[src/rtl/h264_sched_pkg.sv]
// Shared types and constants for the H264 frame scheduler.
package h264_sched_pkg;

    localparam int unsigned MB_WORDS_DFLT = 96;
    localparam int unsigned DRAIN_MAX     = 256;
    localparam int unsigned ERR_OVF       = 0;
    localparam int unsigned ERR_TMO       = 1;

    typedef enum logic [2:0] {
        IDLE,
        CLEAR,
        FEED,
        WAIT_OUT,
        RD_ADDR,
        RD_HOLD,
        DONE
    } sched_state_e;

    // True while a frame is in flight.
    function automatic logic is_active(sched_state_e s);
        return !(s == IDLE || s == DONE);
    endfunction

endpackage

[src/rtl/h264_frame_sched.sv]
// Per-macroblock sequencer for the H264 core: clear, feed, drain, interrupt.
// Optional WAIT_OUT watchdog enabled by defining H264_SCHED_TIMEOUT_EN.
module h264_frame_sched
    import h264_sched_pkg::*;
#(
    parameter int unsigned MB_WORDS    = MB_WORDS_DFLT,
    parameter int unsigned MB_CNT_W    = 12,
    parameter int unsigned TIMEOUT_CYC = 4096
) (
    input  logic                clk,
    input  logic                rst,
    input  logic                start,
    input  logic [MB_CNT_W-1:0] cfg_num_mb,
    input  logic                irq_clr,
    output logic                busy,
    output logic                irq,
    output logic [1:0]          err,
    input  logic                src_valid,
    input  logic [31:0]         src_data,
    output logic                src_ready,
    output logic                h264_en,
    output logic                h264_buf_clear,
    output logic                data_valid,
    output logic [31:0]         data_word,
    input  logic                fetch_req,
    output logic [7:0]          h264_addr,
    input  logic [31:0]         h264_out,
    input  logic [31:0]         h264_buf_cnt,
    output logic                res_valid,
    output logic [31:0]         res_data,
    output logic                res_last,
    input  logic                res_ready
);

    localparam int unsigned FEED_W = 8;
    localparam int unsigned DRN_W  = 9;

    sched_state_e        state, state_nxt;
    logic [FEED_W-1:0]   feed_cnt;
    logic [DRN_W-1:0]    drain_n;
    logic [MB_CNT_W-1:0] mb_cnt, num_mb;
    logic                start_ok, start_run, drain_go, hs, more_words, last_mb;
    logic                tmo_hit, irq_set;

    assign start_ok   = start && (state == IDLE || state == DONE);
    assign start_run  = start_ok && (cfg_num_mb != '0);
    assign drain_go   = (state == WAIT_OUT) && fetch_req && (h264_buf_cnt != 32'd0);
    assign hs         = (state == RD_HOLD) && res_ready;
    assign more_words = (DRN_W'(h264_addr) + DRN_W'(1)) < drain_n;
    assign last_mb    = (mb_cnt + MB_CNT_W'(1)) == num_mb;
    assign irq_set    = (start_ok && cfg_num_mb == '0) || (hs && !more_words && last_mb) || tmo_hit;

`ifdef H264_SCHED_TIMEOUT_EN
    localparam int unsigned WD_W = $clog2(TIMEOUT_CYC + 1);
    logic [WD_W-1:0] wd_cnt;

    // Counts cycles spent in WAIT_OUT; restarts from zero on every entry.
    always_ff @(posedge clk or negedge rst) begin
        if (!rst) begin
            wd_cnt <= '0;
        end else if (state != WAIT_OUT) begin
            wd_cnt <= '0;
        end else begin
            wd_cnt <= wd_cnt + WD_W'(1);
        end
    end

    assign tmo_hit = (state == WAIT_OUT) && !drain_go && (wd_cnt == WD_W'(TIMEOUT_CYC - 1));
`else
    logic unused_tmo;
    assign unused_tmo = ^32'(TIMEOUT_CYC);
    assign tmo_hit    = 1'b0;
`endif

    always_ff @(posedge clk or negedge rst) begin
        if (!rst) begin
            state <= IDLE;
        end else begin
            state <= state_nxt;
        end
    end

    always_comb begin
        state_nxt = state;
        unique case (state)
            IDLE, DONE: if (start) state_nxt = (cfg_num_mb == '0) ? DONE : CLEAR;
            CLEAR:      state_nxt = FEED;
            FEED:       if (data_valid && feed_cnt == FEED_W'(MB_WORDS - 1)) state_nxt = WAIT_OUT;
            WAIT_OUT: begin
                if (drain_go) begin
                    state_nxt = RD_ADDR;
                end else if (tmo_hit) begin
                    state_nxt = DONE;
                end
            end
            RD_ADDR:    state_nxt = RD_HOLD;
            RD_HOLD: begin
                if (res_ready) begin
                    if (more_words) begin
                        state_nxt = RD_ADDR;
                    end else begin
                        state_nxt = last_mb ? DONE : CLEAR;
                    end
                end
            end
            default:    state_nxt = IDLE;
        endcase
    end

    // Source-to-core path is pass-through; fetch_req stalls the source in the same cycle.
    always_comb begin
        src_ready  = 1'b0;
        data_valid = 1'b0;
        data_word  = '0;
        src_ready  = (state == FEED) && fetch_req && (feed_cnt < FEED_W'(MB_WORDS));
        data_valid = src_valid && src_ready;
        if (data_valid) begin
            data_word = src_data;
        end
    end

    always_ff @(posedge clk or negedge rst) begin
        if (!rst) begin
            busy           <= 1'b0;
            h264_en        <= 1'b0;
            h264_buf_clear <= 1'b0;
            irq            <= 1'b0;
            err            <= '0;
            num_mb         <= '0;
            mb_cnt         <= '0;
            feed_cnt       <= '0;
            drain_n        <= '0;
            h264_addr      <= '0;
            res_valid      <= 1'b0;
            res_data       <= '0;
            res_last       <= 1'b0;
        end else begin
            busy           <= is_active(state_nxt);
            h264_en        <= is_active(state_nxt);
            h264_buf_clear <= (state_nxt == CLEAR);

            if (start_run) begin
                num_mb <= cfg_num_mb;
                mb_cnt <= '0;
                err    <= '0;
            end

            if (state == CLEAR) begin
                feed_cnt <= '0;
            end else if (data_valid) begin
                feed_cnt <= feed_cnt + 8'd1;
            end

            // Drain length is capped at the core buffer depth; excess flags overflow.
            if (drain_go) begin
                drain_n   <= (h264_buf_cnt > 32'(DRAIN_MAX)) ? DRN_W'(DRAIN_MAX) : h264_buf_cnt[DRN_W-1:0];
                h264_addr <= '0;
                if (h264_buf_cnt > 32'(DRAIN_MAX)) begin
                    err[ERR_OVF] <= 1'b1;
                end
            end
            if (tmo_hit) begin
                err[ERR_TMO] <= 1'b1;
            end

            if (state == RD_ADDR) begin
                res_valid <= 1'b1;
                res_data  <= h264_out;
                res_last  <= !more_words && last_mb;
            end
            // Address stays on the final word so it reads back as drain_n - 1.
            if (hs) begin
                res_valid <= 1'b0;
                res_last  <= 1'b0;
                if (more_words) begin
                    h264_addr <= h264_addr + 8'd1;
                end else begin
                    mb_cnt <= mb_cnt + MB_CNT_W'(1);
                end
            end

            if (irq_set) begin
                irq <= 1'b1;
            end else if (irq_clr || start_run) begin
                irq <= 1'b0;
            end
        end
    end

endmodule

[config.mk]
export PLATFORM = sky130hd
export DESIGN_NAME = h264_frame_sched
export DESIGN_NICKNAME = d
export VERILOG_FILES = /design/src/rtl/h264_sched_pkg.sv /design/src/rtl/h264_frame_sched.sv
export SDC_FILE = /design/constraint.sdc
export NUM_CORES = 1
export LEC_CHECK = 0
export CORE_MARGIN = 2
export CORE_UTILIZATION = 40
export DETAILED_ROUTE_END_ITERATION = 16
export PLACE_DENSITY = 0.76
export SLEW_MARGIN = 20
export SYNTH_ARGS = -nofsm -noshare
export SYNTH_HDL_FRONTEND = slang
export SYNTH_SLANG_ARGS = --single-unit
[constraint.sdc]
create_clock -name clk -period 5.3 [get_ports clk]
set_clock_uncertainty 0.15 [all_clocks]
set_input_delay 0.795 -clock clk [delete_from_list [all_inputs] [get_ports clk]]
set_output_delay 0.795 -clock clk [all_outputs]
set_load 0.05 [all_outputs]
==> results.py, run 1 <==
metrics = {
    "route": {
        "routedWlPerCell_um": 15.77,
        "wirelength_um": 14410,
        "avgViaCountPerCell": 5.217,
        "vias": 4768,
        "route.detailed.drc": 0,
        "ant_nets": 0,
        "dr.pass1.iters": 5,
        "drt-initial-drc-count": 234,
    },
    "synthesis": {
        "syn_nets": 690,
        "synth_compound_area_frac": 0.1151,
        "synthCells": 564,
        "yosysUniqueCellTypes": 64,
        "synth_adder_area_share": 0.02729,
        "synthXorXnorAreaFrac": 0.04689,
        "avgSynthCellArea_um2": 8.943,
        "synth_top_family_by_area": "simple AND/OR/NAND/NOR gates",
        "yosysWarnings": 0,
        "synth_area_um2": 5044,
        "synth-simple-area-share": 0.2801,
        "ys_seq_area_frac": 0.4465,
        "synthMuxAreaShare": 0.03151,
        "synthArstFlopShare": 1.000,
        "ys.flop_type": "dfrtp_1",
        "synth-edff-count": 0,
        "synth-seq-cells": 90,
    },
    "global_routing": {
        "grt_max_degree": 51,
        "use_met3": 0.06798,
        "grt.busiest_layer": "met2",
        "antenna_found_initial": 0,
        "grt_pass1_wl_um": 23130,
        "grt-ovfl-total": 0,
        "grt_pass1_vias": 4639,
        "use_met2": 0.3624,
        "track_usage": 0.2177,
        "use_met1": 0.2725,
    },
    "power_and_ir_drop": {
        "p_comb_frac": 0.498,
        "p_seq_frac": 0.302,
        "power.internal_mw": 1.969,
        "leakage_nw": 3.312,
        "switching_share": 0.4416,
        "p_per_area_nw_per_um2": 477.5,
        "vdd_drop_max_mv": 0.5344,
        "p_switching_mw": 1.558,
        "clkPwrFrac": 0.200,
    },
    "final_layout": {
        "diodes": 0,
        "mostFrequentLayoutCells": "clkdlybuf4s50_1 (194), nand2_1 (139), dfrtp_1 (90)",
        "drive_above_1_share": 0.07278,
        "nets": 863,
        "mostFrequentLayoutCell": "clkdlybuf4s50_1",
        "areaGrowthSynthToFinish_pct": 46.46,
    },
    "setup_path": {
        "timing.rr.end": "mb_cnt[11]",
        "r2r_setup_slack_ns": 1.33,
        "cp-end-kind": "output port",
        "crit_start": "src_valid",
        "crit_type": "in -> out",
        "worstRegToRegCells": 13,
        "critPathRequiredTime_ns": 4.36,
        "cp_max_fo": 33,
        "cp.arrival_ns": 3.03,
        "r2r-start": "h264_addr[0]",
        "start_kind": "input port",
    },
    "sta": {
        "fin_tns_setup_ns": 0,
        "timing.final.ws_setup_ns": 1.328,
        "min_period_ns": 3.972,
        "slew_violations": 0,
        "finalSetupViolCount": 0,
        "finalHoldViolCount": 0,
        "timing.fmax_mhz": 251.7,
        "tightest_slew_ns": 0.8668,
        "rsz0062_at_grt": "false",
        "fin_crit_sh": 0.7495,
        "timing.slew.headroom": 0.4221,
    },
    "floorplan": {
        "die_w_um": 116.3,
        "start_util": 0.4046,
        "rows": 41,
        "core-area_um2": 12470,
        "die_h_um": 116.3,
        "ios": 197,
        "die_area_um2": 13520,
    },
    "run": {
        "cap_viol_max_count": 0,
    },
    "outcome": {
        "status": "completed",
    },
    "placement": {
        "dpl_worst_slack_ns": 1.373,
        "place_congestion": 0.8432,
        "portBuffers": 195,
        "dp_hpwl_um": 10850,
    },
    "clock_network": {
        "clock_latency_ns": 0.35,
        "cts_num_sinks": 90,
        "cts-resized-gates": 0,
        "cts_hold_buf": 0,
        "post_cts_buffers": 0,
        "htreeDepth": 3,
        "clk_pin_slew_ns": 0.07,
        "cts_tree": "done",
        "cts_buffers": 9,
        "cts_buffer_depth": 2,
        "clockRootBuffer": "clkbuf_16",
    },
    "min_path": {
        "hp-class": "in -> async",
    },
}
## synth_stat cells, types with 3 or more instances
library cell	number	area [µm²]
nand2_1	139	521.8
dfrtp_1	90	2252
and3_1	43	269.0
nor2_1	27	101.4
clkbuf_1	21	78.83
o21ai_1	18	90.09
inv_1	15	56.30
o21ai_0	15	75.07
xnor2_1	15	131.4
nand3_1	14	70.07
mux2_2	12	135.1
xor2_1	12	105.1
ha_1	11	137.6
nor4_1	11	68.82
nand4_1	10	62.56
buf_4	8	60.06
buf_2	7	35.03
nand2b_1	7	43.79
a21oi_1	6	30.03
nor3_1	6	30.03
o41ai_1	6	52.55
a41o_1	5	50.05
o31ai_1	5	37.54
a31oi_1	4	25.02
nor2b_1	4	25.02
a211oi_1	3	22.52
and2_1	3	18.77
and4_1	3	26.28
nand3b_1	3	22.52
nor3b_1	3	22.52
## cell type report
cell class | instances | area, µm²
fill | 1058 | 5079
multi-input combinational | 419 | 2537
sequential | 90 | 2252
timing repair buffer | 201 | 1994
clock buffer | 9 | 225.2
tap | 172 | 215.2
clock inverter | 7 | 102.6
inverter | 16 | 60.06
## how the worst max path moves through the flow
| stage | endpoint | slack, ns |
|---|---|---|
| 5_1_grt | mb_cnt[11] | 0.92 |
| 3_5_place_dp | data_valid | 1.37 |
| 2_1_floorplan | mb_cnt[6] | 1.77 |
| 6_report | data_valid | 1.33 |
| 4_1_cts | data_valid | 1.37 |
| 3_3_place_gp | data_valid | 1.45 |
## power by group through the flow
stage	Sequential (mW)	Clock, mW	Combinational (mW)
global route	1.09	0.753	1.88
CTS	1.07	0.722	1.77
global placement	1.06	0	1.73
detailed placement	1.07	0	1.76
floorplan	1.52	0	0.721
finish	1.07	0.705	1.76
## layer usage
| metal | part of all wire | up-vias |
|---|---|---|
| met4 | 0.020 | 0 |
| li1 | - | 2300 |
| met2 | 0.50 | 159 |
| met3 | 0.064 | 22 |
| met5 | 0 | - |
| met1 | 0.41 | 2287 |
## logic make-up (layout without fill, tap and decap cells)
logic type	count (synthesis)	in the layout
DFF	90	90
xor gates and xnor gates	27	27
buffers and inverters	55	233
AOI/OAI and AO/OA	81	81
and+or+nand+nor	285	285
muxes	14	14
adders and majority gates	11	11
other	1	1
## worst max-delay path, stage by stage
cell and delay [ns]:
clkdlybuf4s50_1 0.97, and2_1 0.39, clkdlybuf4s50_1 0.87
## state kept, by name (all words and copies together) (netlist names)
| register | flops |
|---|---|
| feed_cnt | 8 |
| drain_n | 9 |
| h264_addr | 8 |
| res_valid | 1 |
| mb_cnt | 12 |
| h264_en | 1 |
| state | 3 |
| res_last | 1 |
| num_mb | 12 |
| err | 1 |
| res_data | 32 |
| irq | 1 |
| h264_buf_clear | 1 |
## per-stage QoR
step | utilization | instance area, µm² | power (mW) | hold slack (ns) | instances
2_1_floorplan | - | 5044 | 2.238 | 0.2998 | 564
3_3_place_gp | 0.5663 | 7059 | 2.790 | 0.3066 | 898
3_5_place_dp | 0.5663 | 7059 | 2.832 | 0.3111 | 898
4_1_cts | 0.5926 | 7387 | 3.557 | 0.2967 | 914
5_1_grt | 0.5926 | 7387 | 3.728 | 0.3140 | 914
6_report | 0.5926 | 7387 | 3.527 | 0.2720 | 914
(Power assumes the default switching activity.)
==> inputs of run 2 (changes only) <==
==> constraint.sdc (replaced) <==
create_clock -name clk -period 3.9 [get_ports clk]
set_clock_uncertainty 0.15 [all_clocks]
set_input_delay 0.585 -clock clk [delete_from_list [all_inputs] [get_ports clk]]
set_output_delay 0.585 -clock clk [all_outputs]
set_load 0.05 [all_outputs]
==> results.py, run 2 (synthesized netlist as in run 1, its figures left out) <==
metrics = {
    "route": {
        "route.detailed.drc": 0,
        "met2_length_um": 7108,
        "routedWlPerCell_um": 15.37,
        "met1_length_um": 5929,
        "dr.pass1.iters": 5,
        "wirelength_um": 14120,
        "dr_wl_met3_um": 886,
        "drt-initial-drc-count": 276,
        "avgViaCountPerCell": 5.158,
        "routed.top_layer": "met4",
        "ant_nets": 0,
        "vias": 4740,
    },
    "placement": {
        "dp_hpwl_um": 10860,
        "place_inst": 903,
        "place_area_um2": 7027,
        "dpl_worst_slack_ns": 0.3913,
        "place_congestion": 0.8710,
        "portBuffers": 195,
    },
    "setup_path": {
        "cp_max_fo": 11,
        "crit_type": "reg -> reg",
        "start_kind": "register",
        "cp.arrival_ns": 3.72,
        "critPathRequiredTime_ns": 4.03,
        "cp-end-kind": "register",
    },
    "clock_network": {
        "clock_latency_ns": 0.35,
        "cts_tree": "done",
        "cts_buffer_depth": 2,
        "cts_num_sinks": 90,
        "cts_buffers": 9,
        "clk_pin_slew_ns": 0.07,
        "clockRootBuffer": "clkbuf_16",
        "cts-resized-gates": 0,
        "cts_hold_buf": 0,
        "post_cts_buffers": 0,
        "htreeDepth": 3,
    },
    "final_layout": {
        "finalNonFillerCells": 919,
        "multi_input_area_um2": 2537,
        "mostFrequentLayoutCells": "clkdlybuf4s50_1 (161), nand2_1 (139), dfrtp_1 (90)",
        "seq_area_um2": 2252,
        "fin_area_um2": 7333,
        "top_register": "res_data",
        "diodes": 0,
        "areaGrowthSynthToFinish_pct": 45.40,
        "final_util": 0.5883,
        "largest_reg_flops": 32,
        "drive_above_1_share": 0.1232,
        "reg_top3": "res_data: 32 flops, mb_cnt: 12 flops, num_mb: 12 flops",
        "fill_cells": 1080,
        "nets": 868,
        "mostFrequentLayoutCell": "clkdlybuf4s50_1",
    },
    "global_routing": {
        "grt_max_degree": 44,
        "grt_pass1_vias": 4690,
        "grt-ovfl-total": 0,
        "track_usage": 0.2095,
        "grt_pass1_wl_um": 22450,
        "antenna_found_initial": 0,
    },
    "sta": {
        "rsz0062_at_grt": "false",
        "finalSetupViolCount": 0,
        "timing.fmax_mhz": 278.0,
        "timing.slew.headroom": 0.4504,
        "timing.final.ws_setup_ns": 0.3028,
        "min_period_ns": 3.597,
        "fin_tns_setup_ns": 0,
        "fin_crit_sh": 0.9224,
        "tightest_slew_ns": 0.8181,
        "finalHoldViolCount": 0,
        "slew_violations": 0,
    },
    "min_path": {
        "hp-class": "in -> async",
    },
    "floorplan": {
        "rows": 41,
        "die_h_um": 116.3,
        "die_area_um2": 13520,
        "die_w_um": 116.3,
        "ios": 197,
        "start_util": 0.4046,
        "core-area_um2": 12470,
    },
    "power_and_ir_drop": {
        "vdd_drop_max_mv": 0.5620,
        "leakage_nw": 3.392,
        "p_per_area_nw_per_um2": 642.9,
    },
    "outcome": {
        "status": "completed",
    },
    "run": {
        "cap_viol_max_count": 0,
    },
}
## run 2: changes by cell type in the layout (fill, tap and decap cells not counted), sizes merged
cell	delta
buf	+38
clkdlybuf4s50	-33
inv	+2
bufinv	-2
## run 2: layout make-up
type,instances,share of cell area
Tap cell,172,0.02935
Clock buffer,9,0.03071
Sequential cell,90,0.3071
Clock inverter,7,0.01109
Timing Repair Buffer,206,0.2675
Multi-Input combinational cell,419,0.3460
Inverter,16,0.008190
## run 2: routing by layer
layer  global-route usage  vias up
met5                    0        -
met4              0.05556        0
met3              0.06383       19
met2               0.3535      157
met1               0.2624     2258
li1                     -     2306
## run 2: power by group
group	total [mW]	leakage [nW]	internal (mW)	switching, mW
clock network	0.871	0.150	0.456	0.415
registers	1.45	1.15	1.22	0.229
logic	2.39	2.09	0.886	1.51
total	4.71	3.39	2.56	2.15
## run 2: metrics by stage
stage	power (mW)	hold slack [ns]
after global placement	3.796	0.3071
after detailed placement	3.856	0.3149
after CTS	4.751	0.08508
after global routing	4.987	0.1014
after floorplan	3.042	0.1394
final	4.715	0.06079
## run 2: critical path, cell delays in order (launching register included)
cell	delay (ns)
dfrtp_1	0.45
ha_1	0.27
nand3_1	0.14
nor2_1	0.18
xor2_1	0.22
ha_1	0.29
a2111oi_0	0.45
o21ai_1	0.15
o22ai_2	0.19
buf_4	0.19
or2_1	0.14
and2_1	0.43
o21ai_1	0.17
o21ai_1	0.11
## run 2: final timing paths
kind,slack [ns],depth (start not counted),to,from
setup / recovery,0.30,13,mb_cnt[2],h264_addr[0]
hold / removal,0.06,1,mb_cnt[3],rst
setup reg to reg,0.30,13,mb_cnt[2],h264_addr[0]
hold reg to reg,0.33,2,res_valid,res_valid
max in group asynchronous,2.70,2,feed_cnt[4],rst
min in group clk,0.33,2,res_valid,res_valid
==> RTL change 1, RTL diff (config.mk and constraints of run 2) <==
Re-encode `sched_state_e` (7 states) as one-hot, 7 bits wide.
--- a/src/rtl/h264_sched_pkg.sv
+++ b/src/rtl/h264_sched_pkg.sv
@@ -8,10 +8,10 @@
 
-    typedef enum logic [2:0] {
-        IDLE,
-        CLEAR,
-        FEED,
-        WAIT_OUT,
-        RD_ADDR,
-        RD_HOLD,
-        DONE
+    typedef enum logic [6:0] {
+        IDLE     = 7'b0000001,
+        CLEAR    = 7'b0000010,
+        FEED     = 7'b0000100,
+        WAIT_OUT = 7'b0001000,
+        RD_ADDR  = 7'b0010000,
+        RD_HOLD  = 7'b0100000,
+        DONE     = 7'b1000000
     } sched_state_e;
Behaviour: no difference found for any inputs over 10 cycles, from zero or initial values and one cycle with rst low; not proved beyond that.
==> RTL change 1 against run 2 <==
Sequential cell count grew 4; setup slack better by 180 ps; wire length increased by 4.8%; final area up 7.5%; area after synthesis up 2.7%; die area rose by 2.6%; critical path type is now register to primary output; largest cell class unchanged.
Power is not compared: it rests on default switching activity, and its combinational part moved more than twofold at a synthesized area within 25%.
==> RTL change 1: results (changes against run 2) <==
critical_path:
  crit_start: "state[4]$_DFF_PN0_"
  reg2reg_depth: 9  # -4
  crit_end: "src_ready"
  cp_top_family: "simple AND/OR/NAND/NOR gates"
  path_max_fanout: 5  # -6
  cp_slowest_stage_delay_ps: 800  # +350 ps
  cp_slowest_cell: "clkdlybuf4s50_1"
  arrival_ps: 2680  # -1040 ps
  r2r-end: "h264_addr[5]$_DFF_PN0_"
  r2r_setup_slack_ps: 600  # +300 ps
synth:
  synth_edf_count: 0  # unchanged
  synthesis.nets: 652  # -5.5%
  netlist_top_cells_area: "dfrtp_1 (45%), mux2_2 (8.5%), nand2_1 (4.6%)"
  ys.flop_type: "dfrtp_1"
  ys_types: 70  # +9.4%
  syn_inst: 526  # -6.7%
  synth_commonest_cells: "dfrtp_1 (93), nand2_1 (63), mux2_2 (39), and2_1 (34), nor2_1 (32)"
  yosysSeqAreaShare_pct: 45.5  # +0.80 points
route:
  vias_per_cell: 5.20  # +0.91%
  first_iter_violations: 218  # -21%
  dr.pass1.iters: 4  # -1
  routed_wl_um: 14800  # +4.8%
  wl_per_cell_um: 16.7  # +8.5%
global_routing:
  grt_pass1_vias: 4936  # +5.2%
  grt_first_pass_wirelength_um: 24600  # +9.5%
  track_usage_pct: 22.2  # +1.3 points
final_layout:
  fillers: 1048  # -3.0%
  final_nets: 837  # -3.6%
  drive_gt1_share_pct: 15.8  # +3.5 points
placed_design:
  io_buffer_count: 195  # unchanged
  dp.final_hpwl_um: 11700  # +7.9%
  globalplace.congestion: 0.884  # +1.5%
  dp_cells: 872  # -3.4%
outcome:
  status: "completed"
timing:
  slew_headroom_pct: 59.4  # +14 points
clocking:
  numCtsBuffers: 9  # unchanged
  postCtsSetupRepairBufs: 0  # unchanged
[RTL change 1: changes by cell type in the layout (fill, tap and decap cells not counted), moves of 9 or more]
cell / run 2 / this run
o21ai_0: 15 / 28
buf_12: 1 / 33
o21ai_1: 18 / 9
and3_1: 43 / 8
and2_1: 3 / 34
nand3_1: 14 / 23
buf_4: 44 / 7
mux2_2: 12 / 39
nand2_1: 139 / 63
[RTL change 1: stage by stage]
stage | hold WS (ps) | cell area [µm²] | power, mW | utilization [%] | setup slack, ps
2_1_floorplan | 139 | 5180 | 1.83 | - | 578
3_3_place_gp | 316 | 7580 | 2.15 | 60.1 | 609
3_5_place_dp | 321 | 7580 | 2.19 | 60.1 | 623
4_1_cts | 92.6 | 7890 | 3.09 | 62.5 | 460
5_1_grt | 118 | 7890 | 3.21 | 62.5 | 250
6_report | 73.5 | 7890 | 3.06 | 62.5 | 488
[RTL change 1: worst min path at each step]
stage	depth (start not counted)	slack, ps	end
4_1_cts	1	90	num_mb[3]$_DFFE_PN0P_
3_3_place_gp	2	320	drain_n[6]$_DFFE_PN0P_
2_1_floorplan	0	140	drain_n[0]$_DFFE_PN0P_
5_1_grt	1	120	num_mb[2]$_DFFE_PN0P_
3_5_place_dp	2	320	drain_n[4]$_DFFE_PN0P_
6_report	1	70	num_mb[3]$_DFFE_PN0P_
[RTL change 1: cells by family after synthesis]
group	after synthesis	share of synthesized area, %
fa+ha+maj	11	2.66
mux	41	8.89
simple gates	227	24.5
compound gates	83	10.3
other cells	1	0.0724
xor+xnor	25	4.23
buf+inv	44	3.89
flops	94	45.5
[RTL change 1: area by class of cell]
class	count	share of cell area, %
Multi-Input combinational cell	388	33.3
Sequential cell	94	29.8
Timing Repair Buffer	201	29.5
Clock buffer	10	2.90
Tap cell	172	2.73
Clock inverter	6	0.904
Inverter	17	0.809
[RTL change 1: power by group]
| group | internal [mW] | switching [mW] |
|---|---|---|
| sequential | 1.09 | 0.128 |
| combinational | 0.453 | 0.494 |
| clock | 0.502 | 0.388 |
[RTL change 1: layer usage]
layer / GRT usage, % / vias to the layer above / part of all wire (%)
met5: 0 / - / 0
met4: 6.48 / 0 / 1.8
met3: 9.50 / 21 / 8.9
met2: 39.8 / 157 / 53
met1: 23.7 / 2212 / 37
li1: - / 2232 / -
==> RTL change 2, RTL diff (settings of run 2) <==
Made on the original files. The option `H264_SCHED_TIMEOUT_EN` is turned on by a define.
--- a/src/rtl/h264_frame_sched.sv
+++ b/src/rtl/h264_frame_sched.sv
@@ -2,2 +2,4 @@
 // Optional WAIT_OUT watchdog enabled by defining H264_SCHED_TIMEOUT_EN.
+`define H264_SCHED_TIMEOUT_EN
+
 module h264_frame_sched
Formal check against the unedited RTL: same outputs for any inputs over 10 cycles, from zero or initial values and one cycle with rst low; that may be too few to reach the edited logic, so the function may still have changed.
==> RTL change 2 against run 2 <==
Wire length is 4.0% higher; sequential cell count rose by 14; final area is 6.0% higher; area after synthesis grew 6.8%; clock power is 2% higher; setup slack improved by 36 ps; final cell count decreased by 2.9%; critical path depth stayed put; power up 6.1%; die area is 6.6% higher; critical endpoint is now h264_addr[2]$_DFF_PN0_; largest power group unchanged.
==> RTL change 2: results (changes against run 2) <==
global_routing:
  use_met1_pct: 23.6  # -2.7 points
  grt_pass1_vias: 4847  # +3.3%
  grt_util_met3_pct: 7.03  # +0.65 points
  gr-usage-met2_pct: 36.2  # +0.80 points
  grt_max_degree: 71  # +61%
  track_usage_pct: 20.6  # -0.35 points
  antenna_found_initial: 0  # unchanged
  grt_first_pass_wirelength_um: 23400  # +4.1%
power_and_ir_drop:
  p_leak_nw: 3.33  # -1.8%
  seq_power_share_pct: 32.9  # +2.1 points
  p_per_area_mw_per_mm2: 644  # +0.18%
  clk-power_uw: 888  # +2%
  ir_drop_mv: 0.594  # +5.6%
  p_int_mw: 2.85  # +11%
critical_path:
  critPathKind: "register to register"
  arrival_ps: 3650  # -70 ps
  reg2reg_from: "h264_addr[1]$_DFF_PN0_"
  r2r_setup_slack_ps: 340  # +40 ps
  path_max_fanout: 8  # -3
placed_design:
  io_buffer_count: 196  # +0.51%
  pre_cts_ws_ps: 215  # -177 ps
  dp.final_hpwl_um: 11200  # +2.8%
  place_area_mm2: 0.00747  # +6.3%
  dp_cells: 876  # -3.0%
  globalplace.congestion: 0.879  # +0.95%
timing:
  hold_slack_ps: 198  # +137 ps
  tightest_slew_ps: 948  # +130 ps
  min_period_ps: 3560  # -35.5 ps
synth:
  synth_warnings: 0  # unchanged
  ys_types: 56  # -13%
  synth_commonest_cells: "dfrtp_1 (104), mux2_2 (39), nand2_1 (39), o21ai_0 (39), nor2_1 (38)"
  synthesis.nets: 649  # -5.9%
  syn_area_per_cell_um2: 10.3  # +15%
  netlist_top_cells_area: "dfrtp_1 (48%), mux2_2 (8.2%), xnor2_1 (3.9%)"
  synth_top_area_share_pct: 48.3  # +3.7 points
  yosysSeqAreaShare_pct: 48.3  # +3.7 points
route:
  vias: 4661  # -1.7%
  wl_per_cell_um: 16.5  # +7.1%
  routed-wl-met2_um: 7610  # +7.0%
  first_iter_violations: 338  # +22%
  drt-met1-wl_um: 5710  # -3.6%
  dr.pass1.iters: 4  # -1
  routed-wl-met3_um: 1060  # +19%
outcome:
  status: "completed"
final_layout:
  drive_gt1_share_pct: 15.8  # +3.5 points
  layoutNonFillerInstCount: 892  # -2.9%
  area_growth_pct: 44.2
  final_nets: 838  # -3.5%
  largestRegisters: "res_data x32, wd_cnt x13"
clocking:
  postCtsSetupRepairBufs: 0  # unchanged
RTL change 2: changes by cell type after synthesis, moves of 7 or more:
| cell | delta |
|---|---|
| nand2_1 | -100 |
| and3_1 | -32 |
| and2_1 | +30 |
| mux2_2 | +27 |
| o21ai_0 | +24 |
| o21ai_1 | -18 |
| dfrtp_1 | +14 |
| nand3_1 | +12 |
| nor2_1 | +11 |
| clkbuf_1 | -10 |
| xnor2_1 | +9 |
| buf_4 | -7 |
RTL change 2: path summary, 6_finish.rpt:
| path | cells after the start | end |
|---|---|---|
| min | 1 | mb_cnt[10]$_DFF_PN0_ |
| min in group clk | 1 | res_valid$_DFFE_PN0P_ |
| max in group asynchronous | 2 | feed_cnt[0]$_DFFE_PN0P_ |
| max | 13 | h264_addr[2]$_DFF_PN0_ |
| max reg2reg | 13 | h264_addr[2]$_DFF_PN0_ |
| min reg2reg | 1 | res_valid$_DFFE_PN0P_ |
RTL change 2: kinds of logic after synthesis:
logic type / after synthesis / synth area share, %
fa+ha+maj: 12 / 2.79
compound gates: 80 / 9.59
xor+xnor: 40 / 6.78
flops: 104 / 48.3
mux: 41 / 8.52
buf+inv: 40 / 3.07
simple gates: 205 / 20.9
RTL change 2: cell type report:
cell class / instances / area share (%)
Sequential cell: 104 / 33.5
Timing Repair Buffer: 202 / 25.2
Inverter: 16 / 0.773
Clock buffer: 9 / 2.90
Multi-Input combinational cell: 378 / 34.0
Clock inverter: 7 / 0.805
Tap cell: 176 / 2.83
RTL change 2: critical path, stage by stage, from the launching register on:
cell       delay (ps)
dfrtp_1           420
ha_2              250
nand3_1           140
nor2_2            220
xor2_1            170
ha_1              280
a2111oi_2         350
o21ai_0           130
o22a_1            270
or2_2             380
inv_1             200
nor2_1            160
o21ai_0           200
o21ai_0           110
